$ cat src/rtl/rx_stat_pkg.sv
// Shared constants and types for the receive statistics counter scheduler.
package rx_stat_pkg;

   localparam int NUM_STATS = 18;
   localparam int CNT_W     = 64;
   localparam int PEND_W    = 4;
   localparam int ADDR_W    = 5;

   localparam logic [ADDR_W-1:0] LAST_ADDR = ADDR_W'(NUM_STATS - 1);
   localparam logic [ADDR_W-1:0] NUM_ADDR  = ADDR_W'(NUM_STATS);

   typedef enum logic [1:0] {ST_INIT, ST_IDLE, ST_RD, ST_WR} state_e;
   typedef enum logic {GNT_ENGINE, GNT_HOST} gnt_e;

   // stat_plus bit positions
   localparam int STAT_FRAME_OK     = 0;
   localparam int STAT_FCS_ERR      = 1;
   localparam int STAT_LEN_ERR      = 2;
   localparam int STAT_ALIGN_ERR    = 3;
   localparam int STAT_MCAST        = 4;
   localparam int STAT_BCAST        = 5;
   localparam int STAT_PAUSE        = 6;
   localparam int STAT_VLAN         = 7;
   localparam int STAT_RUNT         = 8;
   localparam int STAT_JABBER       = 9;
   localparam int STAT_OVERSIZE     = 10;
   localparam int STAT_SZ_64        = 11;
   localparam int STAT_SZ_65_127    = 12;
   localparam int STAT_SZ_128_255   = 13;
   localparam int STAT_SZ_256_511   = 14;
   localparam int STAT_SZ_512_1023  = 15;
   localparam int STAT_SZ_1024_MAX  = 16;
   localparam int STAT_FIFO_OVF     = 17;

endpackage

$ cat src/rtl/rx_stat_scheduler_if.sv
// Host read / clear-on-read port of the statistics counter array.
import rx_stat_pkg::*;

interface rx_stat_scheduler_if;
   logic              host_req;
   logic [ADDR_W-1:0] host_addr;
   logic              host_clr;
   logic              host_ack;
   logic [CNT_W-1:0]  host_rdata;

   modport master (output host_req, host_addr, host_clr, input host_ack, host_rdata);
   modport slave  (input host_req, host_addr, host_clr, output host_ack, host_rdata);
endinterface

$ cat src/rtl/rx_stat_pend_cnt.sv
// One per-source pending event counter; saturates and flags a sticky overflow.
module rx_stat_pend_cnt
   import rx_stat_pkg::*;
(
   input  logic              rxclk,
   input  logic              reset_n,
   input  logic              plus,
   input  logic              gnt,
   output logic [PEND_W-1:0] pend,
   output logic              ovf
);

   logic [PEND_W-1:0] pend_q, pend_d;
   logic              ovf_q, ovf_d;

   // a grant hands the count to the engine; this cycle's event restarts the count
   always_comb begin
      pend_d = pend_q;
      ovf_d  = ovf_q;
      if (gnt) begin
         pend_d = PEND_W'(plus);
      end else if (plus) begin
         if (pend_q == '1) ovf_d = 1'b1;
         else              pend_d = pend_q + PEND_W'(1);
      end
   end

   // pending count and sticky overflow registers
   always_ff @(posedge rxclk or negedge reset_n) begin
      if (!reset_n) begin
         pend_q <= '0;
         ovf_q  <= 1'b0;
      end else begin
         pend_q <= pend_d;
         ovf_q  <= ovf_d;
      end
   end

   assign pend = pend_q;
   assign ovf  = ovf_q;

endmodule

$ cat src/rtl/rx_stat_scheduler.sv
// Shared single-port statistics counter array, time-shared between a
// round-robin update engine and a host read/clear-on-read port.
//
//  state | meaning
//  INIT  | clearing array entries 0..NUM_STATS-1, one per cycle
//  IDLE  | arbitrate host vs engine for the next array transaction
//  RD    | read granted entry into a register
//  WR    | engine: write back sum; host: ack, optional clear
module rx_stat_scheduler
   import rx_stat_pkg::*;
(
   input  logic                 rxclk,
   input  logic                 reset_n,
   input  logic [NUM_STATS-1:0] stat_plus,
   rx_stat_scheduler_if.slave   host,
   output logic [NUM_STATS-1:0] pend_ovf,
   output logic                 init_done
);

   logic [PEND_W-1:0] pend [NUM_STATS];
   logic [NUM_STATS-1:0] gnt_vec;
   logic [CNT_W-1:0] mem_q [NUM_STATS];

   state_e            state_q, state_d;
   gnt_e              gnt_src_q, gnt_src_d, last_gnt_q, last_gnt_d;
   logic [ADDR_W-1:0] gnt_addr_q, gnt_addr_d, rr_q, rr_d, init_cnt_q, init_cnt_d;
   logic [PEND_W-1:0] snap_q, snap_d;
   logic [CNT_W-1:0]  rd_q, rd_d, host_rdata_q, host_rdata_d;
   logic              init_done_q, init_done_d;

   logic              cand_vld, host_win, addr_ok, mem_we, host_ack_c;
   logic [ADDR_W-1:0] cand, mem_addr;
   logic [ADDR_W:0]   idx_w;
   logic [CNT_W-1:0]  mem_wdata, mem_rd;

   for (genvar i = 0; i < NUM_STATS; i++) begin : g_pend
      rx_stat_pend_cnt u_pend (
         .rxclk   (rxclk),
         .reset_n (reset_n),
         .plus    (stat_plus[i]),
         .gnt     (gnt_vec[i]),
         .pend    (pend[i]),
         .ovf     (pend_ovf[i])
      );
   end

   // first source with pending events, searching upward from the rr pointer
   always_comb begin
      cand_vld = 1'b0;
      cand     = '0;
      idx_w    = '0;
      for (int k = 0; k < NUM_STATS; k++) begin
         idx_w = {1'b0, rr_q} + (ADDR_W+1)'(k);
         if (idx_w >= (ADDR_W+1)'(NUM_STATS)) idx_w = idx_w - (ADDR_W+1)'(NUM_STATS);
         if (!cand_vld && (pend[idx_w[ADDR_W-1:0]] != '0)) begin
            cand_vld = 1'b1;
            cand     = idx_w[ADDR_W-1:0];
         end
      end
   end

   assign addr_ok = (gnt_addr_q < NUM_ADDR);
   assign mem_rd  = addr_ok ? mem_q[gnt_addr_q] : '0;

   // next-state, arbitration and array access control
   always_comb begin
      state_d      = state_q;
      gnt_src_d    = gnt_src_q;
      last_gnt_d   = last_gnt_q;
      gnt_addr_d   = gnt_addr_q;
      rr_d         = rr_q;
      init_cnt_d   = init_cnt_q;
      init_done_d  = init_done_q;
      snap_d       = snap_q;
      rd_d         = rd_q;
      host_rdata_d = host_rdata_q;
      gnt_vec      = '0;
      mem_we       = 1'b0;
      mem_addr     = gnt_addr_q;
      mem_wdata    = '0;
      host_ack_c   = 1'b0;
      host_win     = host.host_req && (!cand_vld || last_gnt_q == GNT_ENGINE);
      unique case (state_q)
         ST_INIT: begin
            mem_we   = 1'b1;
            mem_addr = init_cnt_q;
            if (init_cnt_q == LAST_ADDR) begin
               state_d     = ST_IDLE;
               init_done_d = 1'b1;
            end else begin
               init_cnt_d = init_cnt_q + ADDR_W'(1);
            end
         end
         ST_IDLE: begin
            if (host_win) begin
               state_d    = ST_RD;
               gnt_src_d  = GNT_HOST;
               last_gnt_d = GNT_HOST;
               gnt_addr_d = host.host_addr;
            end else if (cand_vld) begin
               state_d       = ST_RD;
               gnt_src_d     = GNT_ENGINE;
               last_gnt_d    = GNT_ENGINE;
               gnt_addr_d    = cand;
               snap_d        = pend[cand];
               gnt_vec[cand] = 1'b1;
               rr_d          = (cand == LAST_ADDR) ? '0 : cand + ADDR_W'(1);
            end
         end
         ST_RD: begin
            state_d = ST_WR;
            rd_d    = mem_rd;
            if (gnt_src_q == GNT_HOST) host_rdata_d = mem_rd;
         end
         ST_WR: begin
            state_d = ST_IDLE;
            if (gnt_src_q == GNT_ENGINE) begin
               mem_we    = addr_ok;
               mem_wdata = rd_q + CNT_W'(snap_q);
            end else begin
               host_ack_c = 1'b1;
               mem_we     = addr_ok && host.host_clr;
            end
         end
         default: state_d = ST_INIT;
      endcase
   end

   // control and datapath registers
   always_ff @(posedge rxclk or negedge reset_n) begin
      if (!reset_n) begin
         state_q      <= ST_INIT;
         gnt_src_q    <= GNT_ENGINE;
         last_gnt_q   <= GNT_ENGINE;
         gnt_addr_q   <= '0;
         rr_q         <= '0;
         init_cnt_q   <= '0;
         init_done_q  <= 1'b0;
         snap_q       <= '0;
         rd_q         <= '0;
         host_rdata_q <= '0;
      end else begin
         state_q      <= state_d;
         gnt_src_q    <= gnt_src_d;
         last_gnt_q   <= last_gnt_d;
         gnt_addr_q   <= gnt_addr_d;
         rr_q         <= rr_d;
         init_cnt_q   <= init_cnt_d;
         init_done_q  <= init_done_d;
         snap_q       <= snap_d;
         rd_q         <= rd_d;
         host_rdata_q <= host_rdata_d;
      end
   end

   // counter array write port; contents are cleared by the INIT sweep, not by reset
   always_ff @(posedge rxclk) begin
      if (mem_we) mem_q[mem_addr] <= mem_wdata;
   end

   assign host.host_ack   = host_ack_c;
   assign host.host_rdata = host_rdata_q;
   assign init_done       = init_done_q;

endmodule

$ cat src/flat_wrapper.sv
// flat-port wrapper written by rule: the top's interface ports become plain ports
module rx_stat_scheduler_flat import rx_stat_pkg::*;
  (rxclk, reset_n, stat_plus, pend_ovf, init_done, host_host_req, host_host_addr, host_host_clr, host_host_ack, host_host_rdata);
  rx_stat_scheduler_if host_i ();
  input  logic rxclk;
  input  logic reset_n;
  input  logic [NUM_STATS-1:0] stat_plus;
  output logic [NUM_STATS-1:0] pend_ovf;
  output logic init_done;
  input wire logic [$bits(host_i.host_req)-1:0] host_host_req;
  input wire logic [$bits(host_i.host_addr)-1:0] host_host_addr;
  input wire logic [$bits(host_i.host_clr)-1:0] host_host_clr;
  output wire logic [$bits(host_i.host_ack)-1:0] host_host_ack;
  output wire logic [$bits(host_i.host_rdata)-1:0] host_host_rdata;
  assign host_i.host_req = host_host_req;
  assign host_i.host_addr = host_host_addr;
  assign host_i.host_clr = host_host_clr;
  assign host_host_ack = host_i.host_ack;
  assign host_host_rdata = host_i.host_rdata;
  rx_stat_scheduler u_core (.rxclk(rxclk), .reset_n(reset_n), .stat_plus(stat_plus), .host(host_i), .pend_ovf(pend_ovf), .init_done(init_done));
endmodule
$ cat config.mk
export PLATFORM = sky130hd
export DESIGN_NAME = rx_stat_scheduler_flat
export DESIGN_NICKNAME = d
export VERILOG_FILES = /design/src/rtl/rx_stat_pkg.sv /design/src/rtl/rx_stat_scheduler_if.sv /design/src/rtl/rx_stat_pend_cnt.sv /design/src/rtl/rx_stat_scheduler.sv /design/src/flat_wrapper.sv
export SDC_FILE = /design/constraint.sdc
export NUM_CORES = 2
export LEC_CHECK = 0
export ABC_AREA = 1
export BUFFER_PORTS_ARGS = -buffer_cell sky130_fd_sc_hd__buf_2
export CORE_UTILIZATION = 54
export DETAILED_ROUTE_END_ITERATION = 10
export MAX_ROUTING_LAYER = met4
export PLACE_DENSITY_LB_ADDON = 0.08
export SLEW_MARGIN = 15
export SYNTH_ARGS = -nofsm -noshare
export SYNTH_HDL_FRONTEND = slang
export SYNTH_SLANG_ARGS = --single-unit
$ cat constraint.sdc
create_clock -name rxclk -period 11.9 [get_ports rxclk]
set_input_delay 2.975 -clock rxclk [delete_from_list [all_inputs] [get_ports rxclk]]
set_output_delay 2.975 -clock rxclk [all_outputs]
set_load 0.05 [all_outputs]
==> metrics.md <==
| Metric | Value |
|---|---|
| Status | `complete, no violations` |
| GRT Total Usage | `33.6%` |
| Adder-cell share of the synthesized area | `1.24%` |
| Critical path class | `reg -> reg` |
| Syn Area/Cell | `10.3 µm²` |
| Final Slew Violations | `0` |
| Synth top area share | `53.9%` |
| Worst-path clk slew | `0.07 ns` |
| PostCTS Resize Cnt | `0` |
| Critical path origin | `u_core.rr_q[0]` |
| Gpl congestion | `1.01` |
| Initial antenna violation count | `4` |
| Post-synthesis simple-gate area fraction | `16.5%` |
| # clock sinks | `1393` |
| Area of the multi-input gates | `0.0210 mm²` |
| Cell area after synthesis | `0.0642 mm²` |
| Buf/Inv on CP | `6` |
| First-pass GRT wire length | `292000 µm` |
| CTS root buf | `clkbuf_16` |
| Max clock buf depth | `3` |
| Post-Synthesis Cells | `6247` |
| Placement Setup Slack | `4.46 ns` |
| Crit-path slowest cell | `nand2_1` |
| Synth Area in XOR/XNOR | `0.824%` |
| I/O Buffers | `110` |
| Vias in the first global route | `45013` |
| F_max | `0.131 GHz` |
| Largest net degree at the start of global routing | `156` |
| N_diodes | `0` |
| Area grow syn2layout | `11.1%` |
| CP max FO | `67` |
| Clock Latency Late Sink | `0.79 ns` |
| Worst hold margin | `0.460 ns` |
| Mux share of post-synthesis cell area | `0.483%` |
| Worst hold path class | `reg -> reg` |
| DR pass1 iterations | `6` |
| Tcrit/Tclk final | `64.2%` |
| Cell taking the most area after synthesis | `edfxtp_1` |
| Starting density of the core | `54.5%` |
| Postcts setup bufs | `0` |
| Top area cells in the synthesized netlist | `edfxtp_1 (54%), dfrtp_1 (9.4%), o21ai_0 (6.6%)` |
| Yosys warns | `0` |
| Hold buffer count at cts | `0` |
| Wire per inst | `25.0 µm` |
| H-tree depth reported by CTS | `4` |
| Async SR Flop Fraction | `17.3%` |
| Final wirelength | `198000 µm` |
| FILL cells | `9739` |
| CTS tree | `done` |
| # setup viols final | `0` |
| Via count | `49065` |
| Cts bufs inserted | `145` |
| Proportion of layout cells with a drive suffix above 1 | `10.2%` |
| Headroom to the max-slew limit | `9.11%` |
| Setup crit end kind | `register` |
| Main synth FF type | `edfxtp_1` |
| Most used cell, CP | `nand2_1` |
| Hpwl dp | `119000 µm` |
| Routed Antenna Nets | `0` |
| CP delay by family, top | `simple AND/OR/NAND/NOR gates` |
| Setup ws final | `4.26 ns` |
| Hold path startpoint | `u_core.g_pend[1].u_pend.ovf` |
| Critical Path RT | `12.54 ns` |
| Fin. Hold Viols | `0` |
| Core footprint | `0.118 mm²` |
| Reg area | `0.0406 mm²` |
| Syn_nets | `6337` |
| Critical path data arrival time | `8.28 ns` |
| Post-synth EDFFs | `1152` |
| DRC | `0` |
| Die Height | `347 µm` |
| Critical Path Source Type | `register` |
| Tmin final | `7.64 ns` |
| Via density | `6.18` |
| Compound-Gate Fraction of Synth Area | `13.3%` |
| Initial DRC count | `6278` |
| Final #Nets | `6382` |
| Max Cap Violations | `0` |
| IO Pins | `111` |
| Full die area | `0.120 mm²` |
| Synthesis-stage register bit count | `1393` |
| Gr ovfl total | `0` |
| RSZ-0062 raised after global routing | `no` |
| Netlist cell types | `66` |
| Worst-margin pin slew | `1.35 ns` |
| Die Width | `347 µm` |
| Max incr delay on CP | `0.75 ns` |
| Setup TNS | `0 ns` |
| Worst reg2reg startpoint | `u_core.rr_q[0]` |
| Core Rows | `126` |
| Register area share after synthesis | `63.2%` |
| Clk_skew | `0.0402 ns` |
| Largest family of logic cells by synthesized area | `simple AND/OR/NAND/NOR gates` |
[cell usage in the layout (no fill, tap or decap), types with 11 or more instances in the layout]
cell type / count
a21oi_1: 182
a21oi_2: 21
buf_2: 109
buf_4: 114
bufinv_16: 14
clkbuf_1: 37
clkbuf_16: 152
clkbuf_8: 12
clkinv_1: 16
clkinv_2: 13
dfrtp_1: 235
edfxtp_1: 1152
ha_1: 61
inv_1: 334
inv_2: 42
mux2i_1: 31
nand2_1: 1071
nand2_2: 33
nand3_1: 376
nand4_1: 31
nor2_1: 781
nor2_4: 27
nor3_1: 88
o211ai_1: 61
o21ai_0: 844
o21ai_1: 51
o21ai_2: 11
o221ai_1: 109
o22ai_1: 147
or2_2: 12
xor2_1: 43
[logic make-up (layout without fill, tap and decap cells)]
family | after synthesis | count (layout)
simple gates | 2491 | 2491
compound gates | 1498 | 1498
flops | 1393 | 1393
buf+inv | 714 | 872
fa+ha+maj | 63 | 63
xor+xnor | 57 | 57
mux | 31 | 31
[final cells by class]
class	count	share of cell area (%)
clock buffers	201	5.76
clock inverters	59	1.04
inverters	385	2.06
multi-input cells	4140	29.4
flip-flops and latches	1393	57.0
well taps	1536	2.69
repair buffers	227	2.07
[synth_stat cells (33+ instances only)]
| library cell | instances |
|---|---|
| nor2_1 | 805 |
| o21ai_1 | 49 |
| o211ai_1 | 61 |
| a21oi_1 | 195 |
| inv_2 | 41 |
| inv_1 | 337 |
| o221ai_1 | 109 |
| dfrtp_1 | 241 |
| o21ai_0 | 846 |
| nor3_1 | 90 |
| o22ai_1 | 147 |
| clkbuf_1 | 260 |
| nand2_2 | 33 |
| edfxtp_1 | 1152 |
| ha_1 | 62 |
| nand2_1 | 1072 |
| nand3_1 | 376 |
| xor2_1 | 43 |
[registers in the layout, indices dropped and copies added (netlist names), 5 cells and up]
| signal | count |
|---|---|
| u_core.g_pend.u_pend.ovf | 18 |
| u_core.g_pend.u_pend.pend | 72 |
| u_core.gnt_addr_q | 5 |
| u_core.host.host_rdata | 64 |
| u_core.init_cnt_q | 5 |
| u_core.mem_q | 1152 |
| u_core.rd_q | 64 |
| u_core.rr_q | 5 |
[per-stage QoR]
step | area [µm²] | util [%] | std cells
finish | 71400 | 60.5 | 7941
global route | 71400 | 60.5 | 7941
CTS | 71300 | 60.5 | 7940
detailed placement | 66400 | 56.3 | 7680
global placement | 66400 | 56.3 | 7680
floorplan | 64200 | - | 6247
[per-layer routing]
layer / up-vias / share of wire, % / GRT usage, %
li1: 22192 / - / -
met3: 357 / 8.6 / 4.41
met1: 24166 / 42 / 46.8
met5: - / 0 / -
met2: 2350 / 46 / 50.8
met4: 0 / 3.4 / 11.9
[worst paths after layout]
| check | end | cells after the start | slack (ns) |
|---|---|---|---|
| max | u_core.g_pend[8].u_pend.pend[0] | 33 | 4.26 |
| min | u_core.g_pend[1].u_pend.ovf | 1 | 0.46 |
| max reg2reg | u_core.g_pend[8].u_pend.pend[0] | 33 | 4.26 |
| min in group asynchronous | u_core.host.host_rdata[58] | 1 | 2.24 |
| min reg2reg | u_core.g_pend[1].u_pend.ovf | 1 | 0.46 |
| max in group asynchronous | u_core.host.host_rdata[17] | 2 | 8.32 |
Power is left out: the tool's default activity adds up to more than one toggle a clock period on the data nets, which glitch-free logic cannot reach.
